**src/rtl/irq_controller.sv**
```systemverilog
// Priority interrupt controller: pending/mask registers, fixed-priority arbitration, IDLE/REQUEST/SERVICE handshake.
// Optional: define IRQ_EDGE_DETECT_EN for rising-edge detection (default is level-sensitive).
module irq_controller #(
    parameter int          NUM_SRC     = 4,
    parameter logic [15:0] VECTOR_BASE = 16'h0010
) (
    input  logic               clock,
    input  logic               reset,
    input  logic [NUM_SRC-1:0] irq_src,
    input  logic               cfg_we,
    input  logic [15:0]        cfg_wdata,
    input  logic               irq_ack,
    input  logic               irq_done,
    output logic               IRQ,
    output logic [15:0]        irq_vector,
    output logic [2:0]         irq_id,
    output logic               in_service,
    output logic [NUM_SRC-1:0] mask
);

    typedef enum logic [1:0] {IDLE, REQUEST, SERVICE} state_t;

    state_t             state, state_nxt;
    logic [NUM_SRC-1:0] pending, detect, eligible, ack_clr;
    logic [2:0]         win_id;
    logic               win_vld;
    logic               unused_wdata;

    assign unused_wdata = ^cfg_wdata[15:NUM_SRC];

`ifdef IRQ_EDGE_DETECT_EN
    logic [NUM_SRC-1:0] src_q;

    // History resets to 0 so a line already high at reset release counts as an edge.
    always_ff @(posedge clock) begin
        if (reset) src_q <= '0;
        else       src_q <= irq_src;
    end

    assign detect = irq_src & ~src_q;
`else
    assign detect = irq_src;
`endif

    assign eligible = pending & mask;

    // Lowest index wins: scan downward so the last hit is the smallest index.
    always_comb begin
        win_id  = '0;
        win_vld = 1'b0;
        for (int i = NUM_SRC - 1; i >= 0; i--) begin
            if (eligible[i]) begin
                win_id  = 3'(i);
                win_vld = 1'b1;
            end
        end
    end

    always_comb begin
        ack_clr = '0;
        for (int i = 0; i < NUM_SRC; i++)
            ack_clr[i] = (state == REQUEST) && irq_ack && (irq_id == 3'(i));
    end

    always_comb begin
        state_nxt = state;
        case (state)
            IDLE:    if (win_vld)  state_nxt = REQUEST;
            REQUEST: if (irq_ack)  state_nxt = SERVICE;
            SERVICE: if (irq_done) state_nxt = IDLE;
            default:               state_nxt = IDLE;
        endcase
    end

    always_ff @(posedge clock) begin
        if (reset) begin
            state      <= IDLE;
            pending    <= '0;
            mask       <= '0;
            irq_id     <= '0;
            irq_vector <= VECTOR_BASE;
        end else begin
            state   <= state_nxt;
            // A new detection on the acked source survives the clear.
            pending <= (pending & ~ack_clr) | detect;
            if (cfg_we)
                mask <= cfg_wdata[NUM_SRC-1:0];
            // id/vector are only captured on IDLE->REQUEST, so they hold through the transaction.
            if (state == IDLE && win_vld) begin
                irq_id     <= win_id;
                irq_vector <= VECTOR_BASE + {12'd0, win_id, 1'b0};
            end
        end
    end

    assign IRQ        = (state == REQUEST);
    assign in_service = (state == SERVICE);

endmodule
```
**config.mk**
```make
export PLATFORM = sky130hd
export DESIGN_NAME = irq_controller
export DESIGN_NICKNAME = d
export VERILOG_FILES = /design/src/rtl/irq_controller.sv
export SDC_FILE = /design/constraint.sdc
export NUM_CORES = 1
export LEC_CHECK = 0
export CAP_MARGIN = 20
export CORE_MARGIN = 2
export CORE_UTILIZATION = 34
export DETAILED_ROUTE_END_ITERATION = 10
export GPL_TIMING_DRIVEN = 0
export PLACE_DENSITY = 0.84
export SLEW_MARGIN = 20
export SYNTH_ARGS = -nofsm -noshare
export SYNTH_HDL_FRONTEND = slang
export SYNTH_SLANG_ARGS = --single-unit
```
**constraint.sdc**
```tcl
create_clock -name clock -period 1.9 [get_ports clock]
set_input_delay 0.38 -clock clock [delete_from_list [all_inputs] [get_ports clock]]
set_output_delay 0.38 -clock clock [all_outputs]
set_load 0.02 [all_outputs]
```
==> results.sh, run 1 <==
export IMPL_start_util_pct=36.5
export IMPL_path_class="register to output port"
export IMPL_first_pass_iters=5
export IMPL_dp_hpwl_microns=1120
export IMPL_fin_nets=134
export IMPL_post_cts_buffers=0
export IMPL_antenna_cells=0
export IMPL_end_kind="output port"
export IMPL_cts_sinks=12
export IMPL_postSynthAreaPerCell_sq_um=9.01
export IMPL_ys_warn_count=0
export IMPL_fp_dieW_microns=47.1
export IMPL_antenna_found_initial=0
export IMPL_io_buffer_count=21
export IMPL_grt_pass1_vias=488
export IMPL_grt_pass1_wl_microns=2190
export IMPL_max_cap_violations=0
export IMPL_cts_resized=0
export IMPL_syn_area_sq_um=631
export IMPL_crit_arrival_ns=1.46
export IMPL_holdCritPathClass="register to register"
export IMPL_vias=581
export IMPL_drc=0
export IMPL_synth_cells=70
export IMPL_place_congestion=0.768
export IMPL_synth_top_area_share_pct=38.1
export IMPL_post_route_min_period_ns=1.84
export IMPL_yosysSeqAreaShare_pct=38.1
export IMPL_setup_viol=0
export IMPL_dr_first_iter_drc_count=8
export IMPL_core_region_area_sq_um=1730
export IMPL_fmaxAchievable_mhz=544
export IMPL_dieArea_sq_um=2220
export IMPL_vias_per_cell=4.37
export IMPL_grt_usage_pct=14.5
export IMPL_power_density_nw_per_um2=697
export IMPL_htree_levels=1
export IMPL_finalHoldViolCount=0
export IMPL_ios=50
export IMPL_die_height_microns=47.1
export IMPL_dp_cells=129
export IMPL_drt_wl_total_microns=1420
export IMPL_status="completed"
export IMPL_cts_buffers=3
export IMPL_stdcell_count=133
export IMPL_finalCritPeriodShare_pct=96.7
export IMPL_clock_latency_ns=0.27
export IMPL_cts_buffer_depth=2
export IMPL_skew_ns=0.00440
export IMPL_ant_nets=0
export IMPL_crit_required_ns=1.52
export IMPL_core_rowCount=15
export IMPL_vdd_ir_drop_max_uv=344
export IMPL_postCtsHoldBufs=0
export IMPL_yosys_area_top_type="dfxtp_1"
export IMPL_drive_above_1_share_pct=23.1
export IMPL_wl_per_cell_microns=10.7
export IMPL_tritoncts="built"
export IMPL_leakagePower_uw=0.000439
export IMPL_cp_max_fo=7
export IMPL_ys_ff_latch=12
export IMPL_rsz0062_at_grt="no"
export IMPL_start_kind="register"
export IMPL_tns_ns=0
export IMPL_final_max_slew_violation_count=0
export IMPL_clockRootBuffer="clkbuf_4"
export IMPL_gr_total_overflow=0
export IMPL_clkTransAtPathRegs_ns=0.08
export IMPL_grt_start_max_net_pins=11
export IMPL_synthTopCellsByArea="dfxtp_1 38%, buf_4 20%, mux2i_1 6.3%"
export IMPL_area_growth_syn_to_layout_pct=52.6
export IMPL_ys_types=20
## stage by stage
stage | utilization, % | instance area, sq um | setup slack [ns] | hold slack, ns | power [uW]
after floorplan | - | 679 | 0.757 | 0.453 | 405
after global placement | 53.3 | 921 | 0.355 | 0.476 | 465
after detailed placement | 53.3 | 921 | 0.343 | 0.492 | 469
after CTS | 55.4 | 957 | 0.0368 | 0.504 | 671
after global routing | 55.7 | 962 | 0.00234 | 0.521 | 707
final | 55.7 | 962 | 0.0618 | 0.497 | 671
## metal layers
metal	wire, microns	global-route usage (%)	vias up
met5	0	0	-
met4	14	8.33	0
met3	139	3.46	4
met2	698	23.6	32
met1	571	17.6	254
li1	-	-	291
## worst max-delay path: stages (launching register included)
cell and delay [ns]:
dfxtp_1 0.45, buf_4 0.15, clkdlybuf4s50_1 0.59
## where the power goes
group | leakage [uW] | switching (uW) | internal, uW
sequential | 0.000100 | 22.1 | 270
clock | 0.0000210 | 88.6 | 116
combinational | 0.000318 | 83.1 | 90.7
total | 0.000439 | 194 | 477
## cells by family (layout without fill, tap and decap cells)
| kind of cell | Yosys count | count (layout) | share of synthesized area (%) |
|---|---|---|---|
| mux | 4 | 4 | 6.35 |
| other cells | 2 | 15 | 1.19 |
| buf+inv | 19 | 44 | 21.4 |
| flops | 12 | 12 | 38.1 |
| compound gates | 10 | 10 | 12.9 |
| simple gates | 23 | 23 | 20.0 |
## final cells by class
type | count | area (sq um)
multi-input combinational | 52 | 304
clock buffer | 4 | 36.3
buffer | 19 | 135
fill | 173 | 764
tap | 25 | 31.3
sequential | 12 | 243
timing repair buffer | 21 | 213
## state kept, by name, indices dropped and copies added (netlist names)
register / flops
pending: 4
irq_id: 2
mask: 4
state: 2
## worst paths after layout
| check | startpoint | endpoint | slack (ns) | depth (start not counted) |
|---|---|---|---|---|
| worst max-delay path | irq_id[1] | irq_vector[2] | 0.06 | 2 |
| worst max register to register | state[1] | pending[3] | 0.78 | 3 |
| worst min-delay path | state[1] | state[0] | 0.50 | 1 |
| worst min register to register | state[1] | state[0] | 0.50 | 1 |
## synthesized netlist by cell type (all sizes together)
| cell type | count |
|---|---|
| a2111oi | 1 |
| nand2 | 1 |
| clkbuf | 1 |
| mux2i | 4 |
| nor4 | 1 |
| nor4b | 2 |
| conb | 2 |
| a21oi | 3 |
| nand2b | 1 |
| nand3b | 1 |
| a22o | 3 |
| buf | 18 |
| nor2b | 2 |
| nor2 | 9 |
| dfxtp | 12 |
| nor3 | 5 |
| a32o | 1 |
| nor4bb | 1 |
| a211oi | 2 |
## cell usage in the layout (no fill, tap or decap), types with 2 or more instances in the layout
cell type        synthesis  final
a211oi_1                 2      2
a21oi_1                  3      3
a22o_1                   3      3
buf_4                   17     17
clkbuf_4                 0      3
clkdlybuf4s50_1          0     20
conb_1                   2     15
dfxtp_1                 12     10
dfxtp_2                  0      2
mux2i_1                  4      4
nor2_1                   9      9
nor2b_1                  2      2
nor3_1                   5      5
nor4b_1                  2      2
Power figures use the tool's default switching activity.
==> run 2, diff against run 1 <==
Settings changed: CORE_ASPECT_RATIO from default to 0.8, REMOVE_ABC_BUFFERS from default to 1.
==> run 2 against run 1 <==
  * Utilization fell by 7.4 points
  * Highest routed layer is now met3
  * First-iteration DRC count rose by 13%
  * Via count fell by 13%
  * Critical path depth did not move
  * Largest power group unchanged
==> results.sh, run 2 (synthesis gave the netlist of run 1 again) <==
export IMPL_final_fill_count=174
export IMPL_ios=50
export IMPL_hold_depth=1
export IMPL_cp_max_fo=6
export IMPL_path_class="register to output port"
export IMPL_clockRootBuffer="clkbuf_4"
export IMPL_skew_ns=0.00307
export IMPL_fmaxAchievable_mhz=567
export IMPL_crit_required_ns=1.52
export IMPL_dp_hpwl_microns=926
export IMPL_mostFrequentLayoutCell="clkdlybuf4s50_1"
export IMPL_design_area_sq_um=818
export IMPL_end_kind="output port"
export IMPL_clock_latency_ns=0.26
export IMPL_rr_worst_depth=3
export IMPL_vias_per_cell=4.57
export IMPL_cts_sinks=12
export IMPL_grt_pass1_wl_microns=2090
export IMPL_status="completed"
export IMPL_final_max_slew_violation_count=0
export IMPL_layout_common_cells="21 x clkdlybuf4s50_1, 15 x conb_1, 11 x dfxtp_1, 9 x nor2_1, 5 x nor3_1"
export IMPL_die_height_microns=42.5
export IMPL_htree_levels=1
export IMPL_tns_ns=0
export IMPL_max_cap_violations=0
export IMPL_antenna_found_initial=0
export IMPL_first_pass_iters=4
export IMPL_holdCritPathClass="register to register"
export IMPL_power_density_nw_per_um2=712
export IMPL_start_util_pct=37.3
export IMPL_gr_total_overflow=0
export IMPL_crit_arrival_ns=1.39
export IMPL_dr_first_iter_drc_count=9
export IMPL_start_kind="register"
export IMPL_core_region_area_sq_um=1690
export IMPL_post_route_min_period_ns=1.77
export IMPL_postCtsHoldBufs=0
export IMPL_finalHoldViolCount=0
export IMPL_antenna_cells=0
export IMPL_core_rowCount=13
export IMPL_drive_above_1_share_pct=6.74
export IMPL_fin_nets=116
export IMPL_io_buffer_count=22
export IMPL_vdd_ir_drop_max_uv=404
export IMPL_wl_per_cell_microns=10.5
export IMPL_clkTransAtPathRegs_ns=0.07
export IMPL_grt_start_max_net_pins=13
export IMPL_tritoncts="built"
export IMPL_cts_buffer_depth=2
export IMPL_grt_pass1_vias=485
export IMPL_reg_largest_list="mask: 4 flops, pending: 4 flops"
export IMPL_drc=0
export IMPL_finalCritPeriodShare_pct=92.9
export IMPL_cts_buffers=3
export IMPL_fp_dieW_microns=52.2
export IMPL_drt_wl_total_microns=1160
export IMPL_dieArea_sq_um=2220
export IMPL_vias=507
export IMPL_leakagePower_uw=0.000342
export IMPL_dpl_cell_area_sq_um=792
export IMPL_grt_usage_pct=12.9
export IMPL_rsz0062_at_grt="no"
export IMPL_place_congestion=0.723
export IMPL_ant_nets=0
export IMPL_area_growth_syn_to_layout_pct=29.8
export IMPL_setup_viol=0
run 2: worst paths after layout:
check | end | startpoint | slack [ns]
max | IRQ | state[0] | 0.13
min | state[0] | state[1] | 0.49
max reg2reg | pending[1] | state[1] | 0.78
min reg2reg | state[0] | state[1] | 0.49
run 2: stage by stage:
stage               util, %  instances  hold WS [ns]  power [uW]  setup WS [ns]
finish                 48.4        111         0.487         582          0.135
global route           48.4        111         0.531         625         0.0441
CTS                    48.2        111         0.498         589         0.0268
detailed placement     46.8        108         0.486         440          0.327
global placement       46.8        108         0.482         438          0.326
floorplan                 -         64         0.449         373          0.757
run 2: power by group:
group,internal (uW),switching (uW),leakage (uW)
combinational,67.7,76.0,0.000229
clock,73.2,73.9,0.0000138
sequential,270,21.6,0.0000996
run 2: layer usage:
layer / up-vias / share of wire, % / global-route usage (%)
met5: - / 0 / 0
met4: 0 / 0 / 1.54
li1: 252 / - / -
met3: 0 / 12 / 8.21
met2: 29 / 42 / 20.8
met1: 226 / 46 / 14.9
run 2: worst max-delay path: stages, from the launching register on:
cell             delay [ns]
dfxtp_2                0.38
nor2b_1                0.14
clkdlybuf4s50_1        0.60
run 2: cell type report:
class | instances | area (sq um) | area share (%)
Sequential cell | 12 | 241 | 29.5
Clock buffer | 3 | 22.5 | 2.75
Timing Repair Buffer | 22 | 223 | 27.2
Multi-Input combinational cell | 52 | 304 | 37.2
Tap cell | 22 | 27.5 | 3.36
run 2: repair_timing:
| action | in CTS | in global routing |
|---|---|---|
| buffers inserted | 0 | 0 |
| resized for setup | 0 | 2 |
| endpoints found under the setup margin | 0 | 2 |
==> run 3, diff against run 2 <==
Settings changed: GPL_ROUTABILITY_DRIVEN from default to 0.
==> results of run 3 <==
No change in the layout: final DEF, timing and power equal those of run 2.
